===== config.mk =====
export PLATFORM = sky130hd
export DESIGN_NAME = any1_ibuf
export DESIGN_NICKNAME = d
export VERILOG_FILES = /design/src/rtl/any1_ibuf.sv
export SDC_FILE = /design/constraint.sdc
export NUM_CORES = 1
export LEC_CHECK = 0
export ABC_AREA = 0
export CORE_UTILIZATION = 40
export CTS_CLUSTER_SIZE = 24
export DETAILED_ROUTE_END_ITERATION = 10
export DONT_BUFFER_PORTS = 1
export GPL_ROUTABILITY_DRIVEN = 0
export PLACE_DENSITY = 0.64
export SETUP_SLACK_MARGIN = 0.15
export SLEW_MARGIN = 0
export SYNTH_ARGS = -nofsm -noshare
export SYNTH_HDL_FRONTEND = slang
export SYNTH_SLANG_ARGS = --single-unit
export TNS_END_PERCENT = 20

===== constraint.sdc =====
create_clock -name clk_i -period 5.5 [get_ports clk_i]
set_input_delay 0.275 -clock clk_i [delete_from_list [all_inputs] [get_ports clk_i]]
set_output_delay 0.275 -clock clk_i [all_outputs]
set_load 0.02 [all_outputs]

===== src/rtl/any1_ibuf.sv =====
// Instruction queue between the aligner and decode: a circular FIFO of
// instruction/IP/PIP/predict-taken entries with flush and occupancy count.
module any1_ibuf #(
    parameter int unsigned DEPTH = 4,
    parameter int unsigned AWID  = 32,
    parameter int unsigned IRW   = 64
) (
    input  logic                     rst_i,
    input  logic                     clk_i,
    input  logic                     flush_i,
    input  logic                     in_valid_i,
    output logic                     in_ready_o,
    input  logic [IRW-1:0]           in_ir_i,
    input  logic [AWID-1:0]          in_ip_i,
    input  logic [AWID-1:0]          in_pip_i,
    input  logic                     in_pt_i,
    output logic                     out_valid_o,
    input  logic                     out_ready_i,
    output logic [IRW-1:0]           out_ir_o,
    output logic [AWID-1:0]          out_ip_o,
    output logic [AWID-1:0]          out_pip_o,
    output logic                     out_pt_o,
    output logic [$clog2(DEPTH):0]   count_o
);

    localparam int unsigned PW = $clog2(DEPTH);
    localparam int unsigned CW = PW + 1;
    localparam logic [CW-1:0] FULL = CW'(DEPTH);

    typedef struct packed {
        logic [IRW-1:0]  ir;
        logic [AWID-1:0] ip;
        logic [AWID-1:0] pip;
        logic            pt;
    } entry_t;

    entry_t         mem_q [DEPTH];
    entry_t         head;
    logic [PW-1:0]  wptr_q, wptr_d;
    logic [PW-1:0]  rptr_q, rptr_d;
    logic [CW-1:0]  count_q, count_d;
    logic           push;
    logic           pop;

    // Handshakes depend only on registered occupancy, so a full queue refuses
    // a push even while decode is draining it in the same cycle.
    assign in_ready_o  = (count_q != FULL);
    assign out_valid_o = (count_q != '0);
    assign push        = in_valid_i && in_ready_o;
    assign pop         = out_valid_o && out_ready_i;

    always_comb begin
        wptr_d  = wptr_q;
        rptr_d  = rptr_q;
        count_d = count_q;
        if (flush_i) begin
            wptr_d  = '0;
            rptr_d  = '0;
            count_d = '0;
        end else begin
            if (push) begin
                wptr_d = wptr_q + PW'(1);
            end
            if (pop) begin
                rptr_d = rptr_q + PW'(1);
            end
            case ({push, pop})
                2'b10:   count_d = count_q + CW'(1);
                2'b01:   count_d = count_q - CW'(1);
                default: count_d = count_q;
            endcase
        end
    end

    always_ff @(posedge clk_i) begin
        if (rst_i) begin
            wptr_q  <= '0;
            rptr_q  <= '0;
            count_q <= '0;
        end else begin
            wptr_q  <= wptr_d;
            rptr_q  <= rptr_d;
            count_q <= count_d;
        end
    end

    always_ff @(posedge clk_i) begin
        if (push && !flush_i && !rst_i) begin
            mem_q[wptr_q] <= '{ir: in_ir_i, ip: in_ip_i, pip: in_pip_i, pt: in_pt_i};
        end
    end

    // Storage is never cleared; an empty queue presents zeros by masking.
    always_comb begin
        head      = mem_q[rptr_q];
        out_ir_o  = '0;
        out_ip_o  = '0;
        out_pip_o = '0;
        out_pt_o  = 1'b0;
        if (out_valid_o) begin
            out_ir_o  = head.ir;
            out_ip_o  = head.ip;
            out_pip_o = head.pip;
            out_pt_o  = head.pt;
        end
    end

    assign count_o = count_q;

endmodule


==> out/metrics.cfg, run 1 <==
[status]
status=completed

[global_route]
grt_max_degree=130
grt_pass1_wl_um=57700
overflow=0
grt_pass1_vias=9394
antenna_found_initial=8
grt.total_usage=0.155

[logic_synthesis]
synth_seq_area_share=0.785
synth.cell_area_um2=20000
ys_types=27
postSynthAreaPerCell_um2=23.0
synth_cells=870
synth_top_area_frac=0.776
ys_warn_count=0
ys_ff_latch=525
synthesis.nets=1010
synthTopCellsByArea=edfxtp_1 78%, mux4_2 15%, and2_1 4.0%
yosysTopAreaCell=edfxtp_1

[layout]
nFillCells=4036
nets=1166
fin_area_um2=23900
area_growth_pct=19.6
layout-drive-gt1-share=0.213

[power]
p_per_area_nw_per_um2=358
power_leakage_nw=7.41
irDropWorstVdd_v=0.000264

[setup_path]
max_stage_delay_ns=0.68
crit_end=out_ir_o[59]
startpoint=count_o[0]
r2r_slack_ns=2.53
path_max_fanout=74
arrival_ns=2.91
start_kind=register
critPathRequiredTime_ns=5.22
crit_chain=or3_4 > buf_4 > and2_1
endpoint_kind=output port
r2r_end=mem_q[2][92]
reg2regPathDepth=4
r2r_start=count_o[0]
cpMaxStageDelayCell=or3_4
path_class=register to output port

[placed_design]
place_area_um2=20700
place_hpwl_um=21500
io_buffers=0

[cts]
cts_max_path_buffers=3
ctsResizeCount=0
post_cts_buffers=0
htreeDepth=2
clock_latency_ns=0.59
cts_tree=done
clock_sinks=525
clk_pin_slew_ns=0.06
cts_made_buffers=53
cts-root-buf=clkbuf_16

[die]
rows=81
io-pin-count=268
die_x_um=225
die_area_um2=50800
start_util=0.407
fp.coreArea_um2=49100
dieHeight_um=225

[routing]
vias=8920
detail_route.wl_per_cell_um=22.5
wl_um=39100
drtAntennaViolNets=0
drc=0
firstDrtPassIters=5
drtIter0Drc=603
viasPerCell=5.14

[timing]
finalHoldViolCount=0
slew_headroom=0.373
final.setup_skew_ns=0.0214
worst_slew_pin_slew_ns=0.941
finalSetupTns_ns=0
finalMaxSlewViolations=0
finalCriticalPeriod_ns=3.18
fmax_mhz=314
grt_setup_unrepaired=no
setup_violations=0
timing.final.crit_share=0.578

[min_path]
hp-start=out_ready_i
hold_path_class=input pin to register

[job]
cap_violations=0

worst min-delay path by stage:
stage	to	slack, ns	depth (start not counted)
2_1_floorplan	mem_q[0][0]	0.37	0
3_3_place_gp	mem_q[0][84]	0.37	0
3_5_place_dp	mem_q[1][84]	0.37	0
4_1_cts	rptr_q[1]	0.02	3
5_1_grt	rptr_q[1]	0.06	3
6_report	rptr_q[1]	0.06	3
layout by cell type (no fill, tap or decap), types with 2 or more instances in the layout:
master / netlist / final
dlygate4sd3_1: 0 / 136
clkinv_1: 0 / 11
mux4_2: 129 / 129
buf_12: 0 / 7
clkinvlp_4: 0 / 3
nor2_1: 7 / 7
and3_4: 0 / 4
dfxtp_4: 0 / 2
and2_1: 129 / 129
dfxtp_1: 9 / 7
inv_1: 7 / 7
buf_4: 1 / 2
edfxtp_1: 516 / 516
clkinv_2: 0 / 11
clkbuf_16: 0 / 55
xor2_1: 4 / 4
bufinv_16: 0 / 9
diode_2: 0 / 2
nand2_1: 2 / 2
clkbuf_1: 17 / 7
ha_1: 5 / 5
a21oi_1: 2 / 2
flip-flops by register name, summed over array words and instances, names as in the netlist, named ones only:
name	flops
rptr_q	2
mem_q	516
wptr_q	2
count_o	3
cell usage after synthesis, drive strengths merged:
cell	number
a21oi	2
and2	130
nand2	2
or3	2
mux4	129
buf	26
nand4	1
edfxtp	516
ha	5
o21ai	1
o31ai	2
or2	1
and3	4
clkbuf	18
xor2	4
dfxtp	9
or3b	1
mux2i	1
o311ai	1
fa	1
inv	7
nor2	7
report_power, final:
| group | leakage (nW) | switching (mW) | internal, mW |
|---|---|---|---|
| clock network | 0.885 | 1.46 | 2.24 |
| logic | 1.79 | 0.245 | 0.154 |
| registers | 4.74 | 0.0140 | 4.44 |
| total | 7.41 | 1.72 | 6.83 |
stage by stage:
step / worst slack (ns) / instances / util / hold slack [ns] / power [mW]
after global placement: 2.50 / 1499 / 0.422 / 0.374 / 4.82
final: 2.32 / 1735 / 0.487 / 0.0604 / 8.55
after global routing: 2.07 / 1734 / 0.487 / 0.0590 / 8.82
after floorplan: 0.944 / 870 / - / 0.374 / 4.77
after CTS: 2.21 / 1733 / 0.487 / 0.0208 / 8.66
after detailed placement: 2.46 / 1499 / 0.422 / 0.374 / 4.82
kinds of logic after synthesis:
logic type / Yosys count / synth area share
AOI/OAI and AO/OA: 6 / 0.00219
xor gates and xnor gates: 4 / 0.00175
muxes: 130 / 0.146
and+or+nand+nor: 148 / 0.0455
DFF: 525 / 0.785
buffers and inverters: 51 / 0.0155
adders and majority gates: 6 / 0.00414
critical path: cells and delay by family, from the launching register on:
| family | cells | cell delay [ns] |
|---|---|---|
| buf+inv | 1 | 0.66 |
| flops | 1 | 0.56 |
| simple gates | 2 | 1.07 |
area by class of cell:
cell class              count  area, um2  share of cell area
clock buffers              62       1400              0.0587
inverters                   7       26.3             0.00110
well taps                 664        831              0.0348
diodes                      2       5.00            0.000210
multi-input cells         294       4010               0.168
repair buffers            145       1520              0.0635
clock inverters            36        409              0.0171
flip-flops and latches    525      15700               0.657
repair_timing:
item / in CTS / in global routing
endpoints found under the hold margin: 525 / 0
hold buffers: 136 / 0
endpoints found under the setup margin: 0 / 0
per-layer routing:
layer,part of all wire,wire length [um],vias up,GRT usage
li1,-,-,3876,-
met4,0.015,585,8,0.0386
met3,0.069,2690,55,0.0481
met1,0.43,16800,4704,0.205
met5,0.0012,47,-,0
met2,0.48,18900,277,0.249
No activity file was read; power rests on OpenSTA's default activity.
==> inputs of run 2 (changes only) <==
==> constraint.sdc (replaced) <==
create_clock -name clk_i -period 3.3 [get_ports clk_i]
set_input_delay 0.165 -clock clk_i [delete_from_list [all_inputs] [get_ports clk_i]]
set_output_delay 0.165 -clock clk_i [all_outputs]
set_load 0.02 [all_outputs]
==> run 2 against run 1 <==
- total power grew 64%
- cell count grew 1.1%
- design area grew 0.67%
- flip-flop and latch count is the same
- critical path type is now register to register
==> out/metrics.cfg, run 2 (same netlist as run 1, synthesis figures left out) <==
[timing]
fmax_mhz=356
finalMaxSlewViolations=0
finalHoldViolCount=0
worst_slew_pin_slew_ns=0.706
final.setup_skew_ns=0.0108
timing.final.ws_setup_ns=0.488
grt_setup_unrepaired=no
timing.final.crit_share=0.852
finalCriticalPeriod_ns=2.81
slew_headroom=0.530
setup_violations=0

[routing]
drtAntennaViolNets=0
drtIter0Drc=588
viasPerCell=5.10
vias=8949
drc=0
firstDrtPassIters=4
wl_um=39500
detail_route.wl_per_cell_um=22.5

[layout]
final_cells=1754
largest-register=mem_q
final_cell_mix=516 x edfxtp_1, 136 x dlygate4sd3_1, 129 x mux4_2, 129 x and2_1, 57 x clkbuf_16
area_growth_pct=20.4
largest_reg_flops=516
final_common_cell=edfxtp_1
layout-drive-gt1-share=0.218
nFillCells=4025
nets=1178

[die]
start_util=0.407
io-pin-count=268
die_area_um2=50800
rows=81
die_x_um=225
fp.coreArea_um2=49100
dieHeight_um=225

[power]
power_frac_clock=0.424
power_leakage_nw=7.46
p_per_area_nw_per_um2=585
comb_power_share=0.049
p_int_mw=11.2
p_sw_mw=2.86
power_switching_share=0.203
irDropWorstVdd_v=0.000463
seq_power_share=0.527

[placed_design]
place_hpwl_um=22700
io_buffers=0
place_inst=1510
place_ws_ns=0.532

[cts]
cts_tree=done
clock_sinks=525
cts_made_buffers=54
htreeDepth=2
cts-root-buf=clkbuf_16
ctsResizeCount=0
cts_max_path_buffers=3
clock_latency_ns=0.58
clk_pin_slew_ns=0.06

[setup_path]
r2r_start=count_o[2]
max_stage_delay_ns=0.54
startpoint=count_o[2]
crit_top_cell=inv_1
cpMaxStageDelayCell=dfxtp_1
r2r_slack_ns=0.49
start_kind=register
crit_chain=or3b_4 > and2_0 > inv_1 > ha_1 > inv_1 > fa_1 > xor2_1 > or3_1 > a21oi_1
path_max_fanout=7
critPathRequiredTime_ns=3.80
worst-path-buf-inv=2
endpoint_kind=register
path_class=register to register
crit_family=simple AND/OR/NAND/NOR gates
arrival_ns=3.32

[min_path]
hold_path_class=input pin to register
hp-start=in_valid_i

[global_route]
grt_pass1_wl_um=59300
antenna_found_initial=9
overflow=0
grt_max_degree=81
grt_pass1_vias=9725
grt.total_usage=0.157

[job]
cap_violations=0

[status]
status=completed

[run 2: cell count changes in the layout (fill, tap and decap cells not counted), sizes merged]
cell / delta
clkinvlp: +2
bufinv: -5
inv: -2
buf: +11
clkbuf: +13
clkinv: -6
diode: +6
[run 2: repair_timing]
item                      CTS  global route
buffers inserted            0             0
hold endpoints to repair  525             0
hold buffers              136             0
[run 2: through the flow]
step | setup TNS, ns | cell area [um2] | power (mW) | utilization | hold WS (ns)
5_1_grt | 0 | 24000 | 14.5 | 0.490 | 0.0729
4_1_cts | 0 | 24000 | 14.3 | 0.490 | 0.0327
3_5_place_dp | 0 | 20900 | 8.06 | 0.426 | 0.264
3_3_place_gp | 0 | 20900 | 8.05 | 0.426 | 0.264
2_1_floorplan | -486.20 | 20000 | 7.94 | - | 0.264
6_report | 0 | 24000 | 14.1 | 0.490 | 0.0848
[run 2: worst paths after layout]
kind / to / cells past startpoint
max: count_o[2] / 9
min: wptr_q[0] / 2
max reg2reg: count_o[2] / 9
min reg2reg: wptr_q[0] / 2
[run 2: power groups by stage]
stage               combinational, mW  clock [mW]  sequential (mW)
floorplan                       0.384           0             7.56
global placement                0.494           0             7.56
detailed placement              0.497           0             7.56
CTS                             0.697        6.16             7.42
global route                    0.739        6.37             7.42
finish                          0.683        5.97             7.42
[run 2: area by class of cell]
cell class	count	area [um2]	share of cell area
clock buffers	75	1530	0.0638
inverters	7	26.3	0.00109
flip-flops and latches	525	15700	0.652
repair buffers	156	1710	0.0712
clock inverters	25	226	0.00942
well taps	664	831	0.0346
multi-input cells	294	4010	0.167
diodes	8	20.0	0.000833
[run 2: metal layers]
layer  up-vias  share of wire  track usage
met3        64          0.071       0.0525
met5         -         0.0010            0
met4         6          0.019       0.0415
li1       3916              -            -
met1      4732           0.43        0.204
met2       231           0.48        0.252
[run 2: worst reg2reg max path, delay by kind of cell, from the launching register on]
| family | cells | cell delay (ns) |
|---|---|---|
| AO/OA/AOI/OAI | 1 | 0.16 |
| XOR/XNOR | 1 | 0.17 |
| adder cells (fa/ha/maj) | 2 | 0.57 |
| buffers and inverters | 2 | 0.17 |
| flip-flops | 1 | 0.54 |
| AND/OR/NAND/NOR | 3 | 1.13 |
==> inputs of run 3 (changes only) <==
--- a/config.mk
+++ b/config.mk
@@ -6,12 +6,12 @@
 export NUM_CORES = 1
 export LEC_CHECK = 0
 export ABC_AREA = 0
-export CORE_UTILIZATION = 40
+export CORE_UTILIZATION = 30
 export CTS_CLUSTER_SIZE = 24
 export DETAILED_ROUTE_END_ITERATION = 10
 export DONT_BUFFER_PORTS = 1
 export GPL_ROUTABILITY_DRIVEN = 0
-export PLACE_DENSITY = 0.64
+export PLACE_DENSITY = 0.54
 export SETUP_SLACK_MARGIN = 0.15
 export SLEW_MARGIN = 0
 export SYNTH_ARGS = -nofsm -noshare
==> run 3 against run 2 <==
- clock power about the same
- via count decreased by 0.20%
- count of clock-buffer cells in the layout unchanged
- setup slack improved by 0.055 ns
- first-iteration DRC count decreased by 0.51%
- routed wire length increased by 1.3%
- sequential power about the same
- die area increased by 33%
- register-to-register slack improved by 0.05 ns
- non-clock buffer count decreased by 4
- worst hold slack improved by 0.18 ns
- fmax increased by 2.0%
- critical path type unchanged
- critical endpoint unchanged
- largest cell class unchanged
==> out/metrics.cfg, run 3 (same netlist as run 1, synthesis figures left out) <==
[routing]
vias=8931
detail_route.wl_per_cell_um=20.6
firstDrtPassIters=4
drtIter0Drc=585
drc=0
viasPerCell=4.60
drtAntennaViolNets=0
wl_um=40000

[global_route]
grt_pass1_vias=9869
antenna_found_initial=4
grt_pass1_wl_um=60000
grt_max_degree=90
grt.total_usage=0.117
overflow=0

[min_path]
hold_path_class=input pin to register

[setup_path]
max_stage_delay_ns=0.55
critPathRequiredTime_ns=3.83
arrival_ns=3.29
path_max_fanout=7
crit_chain=or3b_4 > and2_0 > inv_1 > ha_1 > inv_1 > fa_1 > xor2_1 > or3_1 > a21oi_1
endpoint_kind=register
cpMaxStageDelayCell=dfxtp_1
crit_family=simple AND/OR/NAND/NOR gates
start_kind=register
worst-path-buf-inv=2
path_class=register to register
crit_top_cell=inv_1

[status]
status=completed

[cts]
ctsHoldBuffers=136
clock_sinks=525
cts_made_buffers=56
post_cts_buffers=0
cts_max_path_buffers=3
clock_latency_ns=0.59
cts-root-buf=clkbuf_16
cts_tree=done
ctsResizeCount=0
htreeDepth=2
clk_pin_slew_ns=0.06

[timing]
worst_slew_pin_slew_ns=0.665
fmax_mhz=363
timing.final.crit_share=0.836
finalMaxSlewViolations=0
slew_headroom=0.556
finalHoldViolCount=0
timing.final.ws_setup_ns=0.543
finalCriticalPeriod_ns=2.76
setup_violations=0
finalSetupTns_ns=0
grt_setup_unrepaired=no
final.setup_skew_ns=0.0118

[layout]
nFillCells=5999
fin_area_um2=24200
area_growth_pct=21.2
final_cell_mix=516 x edfxtp_1, 136 x dlygate4sd3_1, 129 x mux4_2, 129 x and2_1, 57 x clkbuf_16
multi_input_area_um2=4010
final_common_cell=edfxtp_1
final_cells=1943
layout-drive-gt1-share=0.214
largest_reg_flops=516
regArea_um2=15700
finish.utilization=0.367
largest-register=mem_q
nets=1176

[placed_design]
place_ws_ns=0.563
io_buffers=0
place_area_um2=21100
place_hpwl_um=22100
place_inst=1706

[die]
dieHeight_um=260
rows=94
start_util=0.303
die_x_um=260
fp.coreArea_um2=65900
io-pin-count=268
die_area_um2=67600

[power]
p_per_area_nw_per_um2=580
power_leakage_nw=7.42
irDropWorstVdd_v=0.000404

[job]
cap_violations=0

[run 3: layout make-up]
| class | instances | area share |
|---|---|---|
| antenna | 1 | 0.000103 |
| tap | 864 | 0.0447 |
| clock inverter | 25 | 0.0100 |
| clock buffer | 75 | 0.0617 |
| multi-input combinational | 294 | 0.166 |
| timing repair buffer | 152 | 0.0685 |
| sequential | 525 | 0.648 |
| inverter | 7 | 0.00109 |
[run 3: path summary, 6_finish.rpt]
kind | depth (start not counted) | from | endpoint | slack [ns]
min reg2reg | 2 | wptr_q[0] | wptr_q[0] | 0.51
max reg2reg | 9 | count_o[2] | count_o[2] | 0.54
min | 1 | in_ir_i[27] | mem_q[0][92] | 0.26
max | 9 | count_o[2] | count_o[2] | 0.54
[run 3: layer usage]
layer  track usage  vias up  share of wire
met5             0        -        0.00098
met4        0.0351        6          0.022
met3        0.0366       73          0.071
met2         0.191      226           0.48
met1         0.150     4740           0.43
li1              -     3886              -
[run 3: power breakdown]
part | internal [mW] | leakage (nW) | switching (mW) | total (mW)
clock network | 3.48 | 0.835 | 2.46 | 5.94
registers | 7.40 | 4.74 | 0.0200 | 7.42
logic | 0.264 | 1.85 | 0.414 | 0.678
total | 11.1 | 7.42 | 2.90 | 14.0
[run 3: through the flow]
stage          power, mW  hold slack, ns
2_1_floorplan       7.94           0.264
3_3_place_gp        8.05           0.264
3_5_place_dp        8.06           0.264
4_1_cts             14.3           0.221
5_1_grt             14.5           0.246
6_report            14.0           0.264
